[src/rtl/pipe_skid_stage.sv]
// Pipeline stage register with valid/ready handshake and a 2-entry skid buffer.
// Optional back-pressure counter enabled by defining PIPE_SKID_STALL_CNT_EN.
module pipe_skid_stage #(
    parameter int unsigned DATA_W      = 32,
    parameter int unsigned CTL_W       = 5,
    parameter int unsigned STALL_CNT_W = 16
) (
    input  logic                   clk,
    input  logic                   rst_n,
    input  logic                   flush,
    input  logic                   in_valid,
    output logic                   in_ready,
    input  logic [DATA_W-1:0]      in_data,
    input  logic [CTL_W-1:0]       in_ctl,
    output logic                   out_valid,
    input  logic                   out_ready,
    output logic [DATA_W-1:0]      out_data,
    output logic [CTL_W-1:0]       out_ctl,
    output logic [STALL_CNT_W-1:0] stall_cnt
);

    typedef enum logic [1:0] {
        ST_EMPTY = 2'd0,
        ST_ONE   = 2'd1,
        ST_FULL  = 2'd2
    } state_t;

    state_t              r_state;
    state_t              w_state_nxt;
    logic                r_out_valid;
    logic                r_in_ready;
    logic [DATA_W-1:0]   r_main_data;
    logic [DATA_W-1:0]   w_main_data_nxt;
    logic [CTL_W-1:0]    r_main_ctl;
    logic [CTL_W-1:0]    w_main_ctl_nxt;
    logic [DATA_W-1:0]   r_skid_data;
    logic [DATA_W-1:0]   w_skid_data_nxt;
    logic [CTL_W-1:0]    r_skid_ctl;
    logic [CTL_W-1:0]    w_skid_ctl_nxt;
    logic                w_in_xfer;
    logic                w_out_xfer;

    assign w_in_xfer  = in_valid & r_in_ready;
    assign w_out_xfer = r_out_valid & out_ready;

    // Next-state and datapath selection; ctl is zeroed whenever the stage goes empty.
    always_comb begin
        w_state_nxt     = r_state;
        w_main_data_nxt = r_main_data;
        w_main_ctl_nxt  = r_main_ctl;
        w_skid_data_nxt = r_skid_data;
        w_skid_ctl_nxt  = r_skid_ctl;

        case (r_state)
            ST_EMPTY: begin
                if (w_in_xfer) begin
                    w_state_nxt     = ST_ONE;
                    w_main_data_nxt = in_data;
                    w_main_ctl_nxt  = in_ctl;
                end
            end
            ST_ONE: begin
                if (w_in_xfer && w_out_xfer) begin
                    w_main_data_nxt = in_data;
                    w_main_ctl_nxt  = in_ctl;
                end else if (w_in_xfer) begin
                    w_state_nxt     = ST_FULL;
                    w_skid_data_nxt = in_data;
                    w_skid_ctl_nxt  = in_ctl;
                end else if (w_out_xfer) begin
                    w_state_nxt     = ST_EMPTY;
                end
            end
            ST_FULL: begin
                if (w_out_xfer) begin
                    w_state_nxt     = ST_ONE;
                    w_main_data_nxt = r_skid_data;
                    w_main_ctl_nxt  = r_skid_ctl;
                end
            end
            default: begin
                w_state_nxt = ST_EMPTY;
            end
        endcase

        if (flush) begin
            w_state_nxt     = ST_EMPTY;
            w_main_data_nxt = r_main_data;
            w_skid_data_nxt = r_skid_data;
            w_skid_ctl_nxt  = r_skid_ctl;
        end

        if (w_state_nxt == ST_EMPTY) begin
            w_main_ctl_nxt = '0;
        end
    end

    always_ff @(posedge clk) begin
        if (!rst_n) begin
            r_state     <= ST_EMPTY;
            r_out_valid <= 1'b0;
            r_in_ready  <= 1'b0;
            r_main_data <= '0;
            r_main_ctl  <= '0;
            r_skid_data <= '0;
            r_skid_ctl  <= '0;
        end else begin
            r_state     <= w_state_nxt;
            r_out_valid <= (w_state_nxt != ST_EMPTY);
            r_in_ready  <= (w_state_nxt != ST_FULL);
            r_main_data <= w_main_data_nxt;
            r_main_ctl  <= w_main_ctl_nxt;
            r_skid_data <= w_skid_data_nxt;
            r_skid_ctl  <= w_skid_ctl_nxt;
        end
    end

    assign in_ready  = r_in_ready;
    assign out_valid = r_out_valid;
    assign out_data  = r_main_data;
    assign out_ctl   = r_main_ctl;

`ifdef PIPE_SKID_STALL_CNT_EN
    logic [STALL_CNT_W-1:0] r_stall_cnt;

    // Saturating count of cycles a valid beat is held back; flush leaves it alone.
    always_ff @(posedge clk) begin
        if (!rst_n) begin
            r_stall_cnt <= '0;
        end else if (r_out_valid && !out_ready && !(&r_stall_cnt)) begin
            r_stall_cnt <= r_stall_cnt + STALL_CNT_W'(1);
        end
    end

    assign stall_cnt = r_stall_cnt;
`else
    assign stall_cnt = '0;
`endif

endmodule
[config.mk]
export PLATFORM = sky130hd
export DESIGN_NAME = pipe_skid_stage
export DESIGN_NICKNAME = d
export VERILOG_FILES = /design/src/rtl/pipe_skid_stage.sv
export SDC_FILE = /design/constraint.sdc
export NUM_CORES = 1
export LEC_CHECK = 0
export BUFFER_PORTS_ARGS = -buffer_cell sky130_fd_sc_hd__buf_2
export CAP_MARGIN = 20
export CORE_ASPECT_RATIO = 0.9
export CORE_MARGIN = 1
export CORE_UTILIZATION = 59
export CTS_BUF_LIST = sky130_fd_sc_hd__clkbuf_8
export DETAILED_ROUTE_END_ITERATION = 12
export PLACE_DENSITY = 0.88
export SKIP_CTS_REPAIR_TIMING = 1
export SLEW_MARGIN = 20
export SYNTH_ARGS = -nofsm -noshare
export SYNTH_HDL_FRONTEND = slang
export SYNTH_SLANG_ARGS = --single-unit
[constraint.sdc]
create_clock -name clk -period 2.8 [get_ports clk]
set_input_delay 0.42 -clock clk [delete_from_list [all_inputs] [get_ports clk]]
set_output_delay 0.42 -clock clk [all_outputs]
set_load 0.03 [all_outputs]
# ---- Yosys cells after proc, flatten, opt, wreduce, memory -nomap -nowiden
# Cells that the tools add are included.
dict set report op_classes {
  bitwise_logic 5
  n_reduce_logical 9
  eq_ne 6
  n_mux 15
}
# operator n
set ops {}
lappend ops {{2-to-1 mux 32 bit} 3}
lappend ops {{one-hot mux 32 bit (3 select lines)} 1}
lappend ops {{2-to-1 mux 5 bit} 3}
lappend ops {{one-hot mux 5 bit (3 select lines)} 1}
lappend ops {{2-to-1 mux 2 bit} 6}
lappend ops {{inequality test 2 bit, second input constant} 4}
lappend ops {{AND reduction 4 bit} 2}
lappend ops {{one-hot mux 2 bit (3 select lines)} 1}
lappend ops {{AND reduction 5 bit} 1}
lappend ops {{logical NOT 2 bit} 2}
lappend ops {{inverter 1 bit} 3}
lappend ops {{nonzero test 3 bit} 1}
lappend ops {{bitwise AND 1 bit} 2}
lappend ops {{equality test 2 x 1 -> 1 bit, second input constant} 1}
lappend ops {{equality test 2 bit, second input constant} 1}
lappend ops {{nonzero test 2 bit} 1}
lappend ops {{OR reduction 2 bit} 1}
lappend ops {{logical AND 1 bit} 1}
dict set report totals {
  register_bits 78
  inputBits 42
}

# ---- Longest topological paths before layout
dict set report depth {
  depth_word 8
  mapped_depth 8
}

# ---- Worst setup path after synthesis
# OpenSTA, ideal clock, no wires.
dict set report synth_timing {
  path_kind {register -> register}
  from {register r_in_ready (netlist: in_ready)}
  to {register r_skid_data[1]}
  n_path_buf 2
  stages_incl_launch_ff 7
  period_less_slack_ps 1644
  setup_ps 116
  arrival_ps 1528
  t_required_ps 2684
  path_slack_ps 1156
  cell_sequence {dfxtp_1 > nand2_1 > or4_4 > buf_6 > buf_6 > nand2_1 > a21boi_1}
}
dict set report synth_between {
  elab_chain_len 4
}
# item line
set synth_lines {}
lappend synth_lines {{start, declared} 31} ;# logic r_in_ready;
lappend synth_lines {{start signal, assigned} 110} ;# r_in_ready <= (w_state_nxt != ST_FULL);
lappend synth_lines {{bitwise AND 1 bit *} 43} ;# assign w_in_xfer = in_valid & r_in_ready;
lappend synth_lines {{logical AND 1 bit} 63} ;# if (w_in_xfer && w_out_xfer) begin
lappend synth_lines {{inverter 1 bit (no line)} n/a}
lappend synth_lines {{AND reduction 4 bit (no line) *} n/a}
lappend synth_lines {{end signal, assigned} 113} ;# r_skid_data <= w_skid_data_nxt;
lappend synth_lines {{end, declared} 36} ;# logic [DATA_W-1:0] r_skid_data;
# Every way passes the cells marked *; elsewhere a longest branch is shown, timed or not.
# A chain may end at the register's enable or synchronous reset.

# ---- Worst setup path after layout
dict set report layout_timing {
  from {register r_state[0]}
  to {register r_main_data[7] (netlist: out_data[7])}
}
dict set report layout_between {
  elab_chain_len 3
}
# item line
set layout_lines {}
lappend layout_lines {{start, declared} 28} ;# state_t r_state;
lappend layout_lines {{start signal, assigned} 108} ;# r_state <= w_state_nxt;
lappend layout_lines {{equality test 2 x 1 -> 1 bit, or another cell as far along} 54} ;# case (r_state)
lappend layout_lines {{inequality test 2 bit (no line) or nonzero test 3 bit (tied branches)} n/a}
lappend layout_lines {{AND reduction 5 bit (no line)} n/a}
lappend layout_lines {{end signal, assigned} 111} ;# r_main_data <= w_main_data_nxt;
lappend layout_lines {{end, declared} 32} ;# logic [DATA_W-1:0] r_main_data;
# Parallel ways exist; a longest one is shown, timed or not.

==> impl_metrics.json <==
{
  "holdPathStages": 3,
  "maxCapViolCount": 0,
  "ys_warn_count": 0,
  "clock_latency_ps": 350,
  "ant_nets": 0,
  "dp_slack_ps": 650.4,
  "final_common_cell": "nand2_1",
  "drtPass1Iterations": 9,
  "cts_tree": "done",
  "rrSetupSlack_ps": 630,
  "grt_use_total_pct": 23.05,
  "antenna_found_initial": 0,
  "critical_path_class": "reg2reg",
  "worstPathArrival_ps": 2450,
  "violations": "DRC",
  "hold_viol": 0,
  "io_pins": 97,
  "period_needed_ps": 2171,
  "setup_ws_ps": 629.0,
  "status": "finished, violations left",
  "dieHeight_um": 76.58,
  "portBuffers": 80,
  "rows": 26,
  "yosysSeqAreaShare_pct": 42.83,
  "vdd_ir_drop_max_mv": 0.4286,
  "cp-end-kind": "flip-flop",
  "drt_iter0_markers": 111,
  "worstHoldPathType": "in2reg",
  "synth_cells": 410,
  "wl_per_cell_um": 13.19,
  "clkTransAtPathRegs_ps": 70,
  "fin_skew_ps": 4.783,
  "holdPathEnd": "r_skid_data[21]$_SDFFE_PN0P_",
  "p_per_area_mw_per_mm2": 535.9,
  "nets": 518,
  "clkSinkCount": 78,
  "grt_max_degree": 48,
  "rr_endpoint": "out_data[7]$_SDFFE_PN0P_",
  "dp_hpwl_mm": 5.047,
  "synth_area_per_cell_um2": 8.893,
  "drive_above_1_share_pct": 22.92,
  "r2r_cells": 5,
  "worst-path-max-fanout": 19,
  "synth_top_cell_by_area": "dfxtp_1",
  "gp_congestion": 0.7531,
  "routed_via_density": 5.371,
  "clockBufferDepth": 2,
  "drc_errors": 6,
  "start_util_pct": 62.61,
  "nFillCells": 480,
  "fin_crit_sh_pct": 77.53,
  "areaGrowthSynthToFinish_pct": 12.73,
  "start_kind": "flip-flop",
  "holdWs_ps": 311.6,
  "required_ps": 3080,
  "core_area_mm2": 0.005823,
  "grt_overflow": 0,
  "leakage_nw": 1.873,
  "grt_pass1_vias": 2688,
  "max_clock_freq_mhz": 460.6,
  "synthTopCellsByArea": "dfxtp_1 43%, nand2_1 11%, mux2i_1 9.1%",
  "tightest_slew_ps": 594.2,
  "reg2reg_from": "r_state[0]$_SDFF_PN0_",
  "ys_seq_elements": 78,
  "root_buffer": "clkbuf_8",
  "rsz0062_at_grt": "false",
  "vias": 2954,
  "htree_num_levels": 3,
  "die_w_um": 84.87,
  "setup_tns_ps": 0,
  "ys_types": 30,
  "wl_mm": 7.255,
  "syn_area_mm2": 0.003646,
  "antenna_cells": 0,
  "finalSetupViolations": 0,
  "layout_common_cells": "108 x nand2_1, 80 x buf_2, 78 x dfxtp_1, 34 x nand2b_1, 33 x mux2i_1",
  "grt_pass1_wl_mm": 11.88,
  "cts_buffers": 9,
  "die_area_mm2": 0.006499,
  "hold_start": "in_data[21]",
  "synth_top_area_share_pct": 42.83,
  "final_max_slew_viol_count": 0,
  "slew_headroom_pct": 60.39
}
through the flow:
step	power [mW]	instance area [um2]	cells	utilization [%]
floorplan	1.369	3702	425	-
global placement	1.417	3923	535	67.36
detailed placement	1.423	3923	535	67.36
CTS	2.217	4110	550	70.58
global route	2.299	4110	550	70.58
finish	2.203	4110	550	70.58
area by class of cell:
type	instances	area, um2	share of cell area (%)
well taps	70	87.58	2.131
clock inverters	5	50.05	1.218
clock buffers	10	137.6	3.349
inverters	2	7.507	0.1826
multi-input cells	298	1813	44.11
repair buffers	87	452.9	11.02
flip-flops and latches	78	1562	37.99
per-layer routing:
layer / share of wire (%) / global-route usage (%)
met5: 0 / 0
met4: 1.4 / 7.119
met3: 5.3 / 6.717
met2: 50 / 40.33
met1: 43 / 27.17
sequential cells by signal (all words and copies together) (netlist names):
register     flops
r_state          2
out_ctl          5
in_ready         1
r_skid_data     32
out_data        32
r_skid_ctl       5
out_valid        1
worst max-delay path by stage:
stage	cells after the start	start	to	slack, ps
after floorplan	6	in_ready$_SDFF_PN0_	r_skid_data[1]$_SDFFE_PN0P_	1160
after global placement	6	in_valid	out_data[7]$_SDFFE_PN0P_	780
after detailed placement	5	r_state[0]$_SDFF_PN0_	out_data[7]$_SDFFE_PN0P_	650
after CTS	5	r_state[1]$_SDFF_PN0_	out_data[7]$_SDFFE_PN0P_	630
after global routing	5	r_state[0]$_SDFF_PN0_	out_data[7]$_SDFFE_PN0P_	500
final	5	r_state[0]$_SDFF_PN0_	out_data[7]$_SDFFE_PN0P_	630
cell families after synthesis:
logic type             count (synthesis)  synth area share, %
AND/OR/NAND/NOR                      166                21.24
AO/OA/AOI/OAI                         83                17.67
flip-flops                            78                42.83
buffers and inverters                 49                9.094
multiplexers                          33                9.060
other                                  1               0.1029
report_power, final:
part	switching, mW	total [mW]	internal (mW)
Clock	0.380	0.804	0.425
Combinational	0.159	0.254	0.0954
Sequential	0.0126	1.14	1.13
Total	0.551	2.20	1.65
synthesized netlist by cell type (all sizes together):
master,number
a21boi,37
or4,1
inv,2
dfxtp,78
o211ai,32
and3b,1
o21bai,2
nand2b,35
and2b,1
buf,29
o21ai,1
o21ba,1
nor3,11
nand2,108
and2,6
nor4,1
a21oi,2
a21bo,1
a21o,1
nor2,2
a221oi,5
o21a,1
mux2i,33
conb,1
clkbuf,18
critical path: stages, from the launching register on:
cell and delay [ps]:
dfxtp_1 430, and2b_1 330, o21bai_4 260, a21o_2 550, buf_4 300, mux2i_1 200
Power figures use the tool's default switching activity.
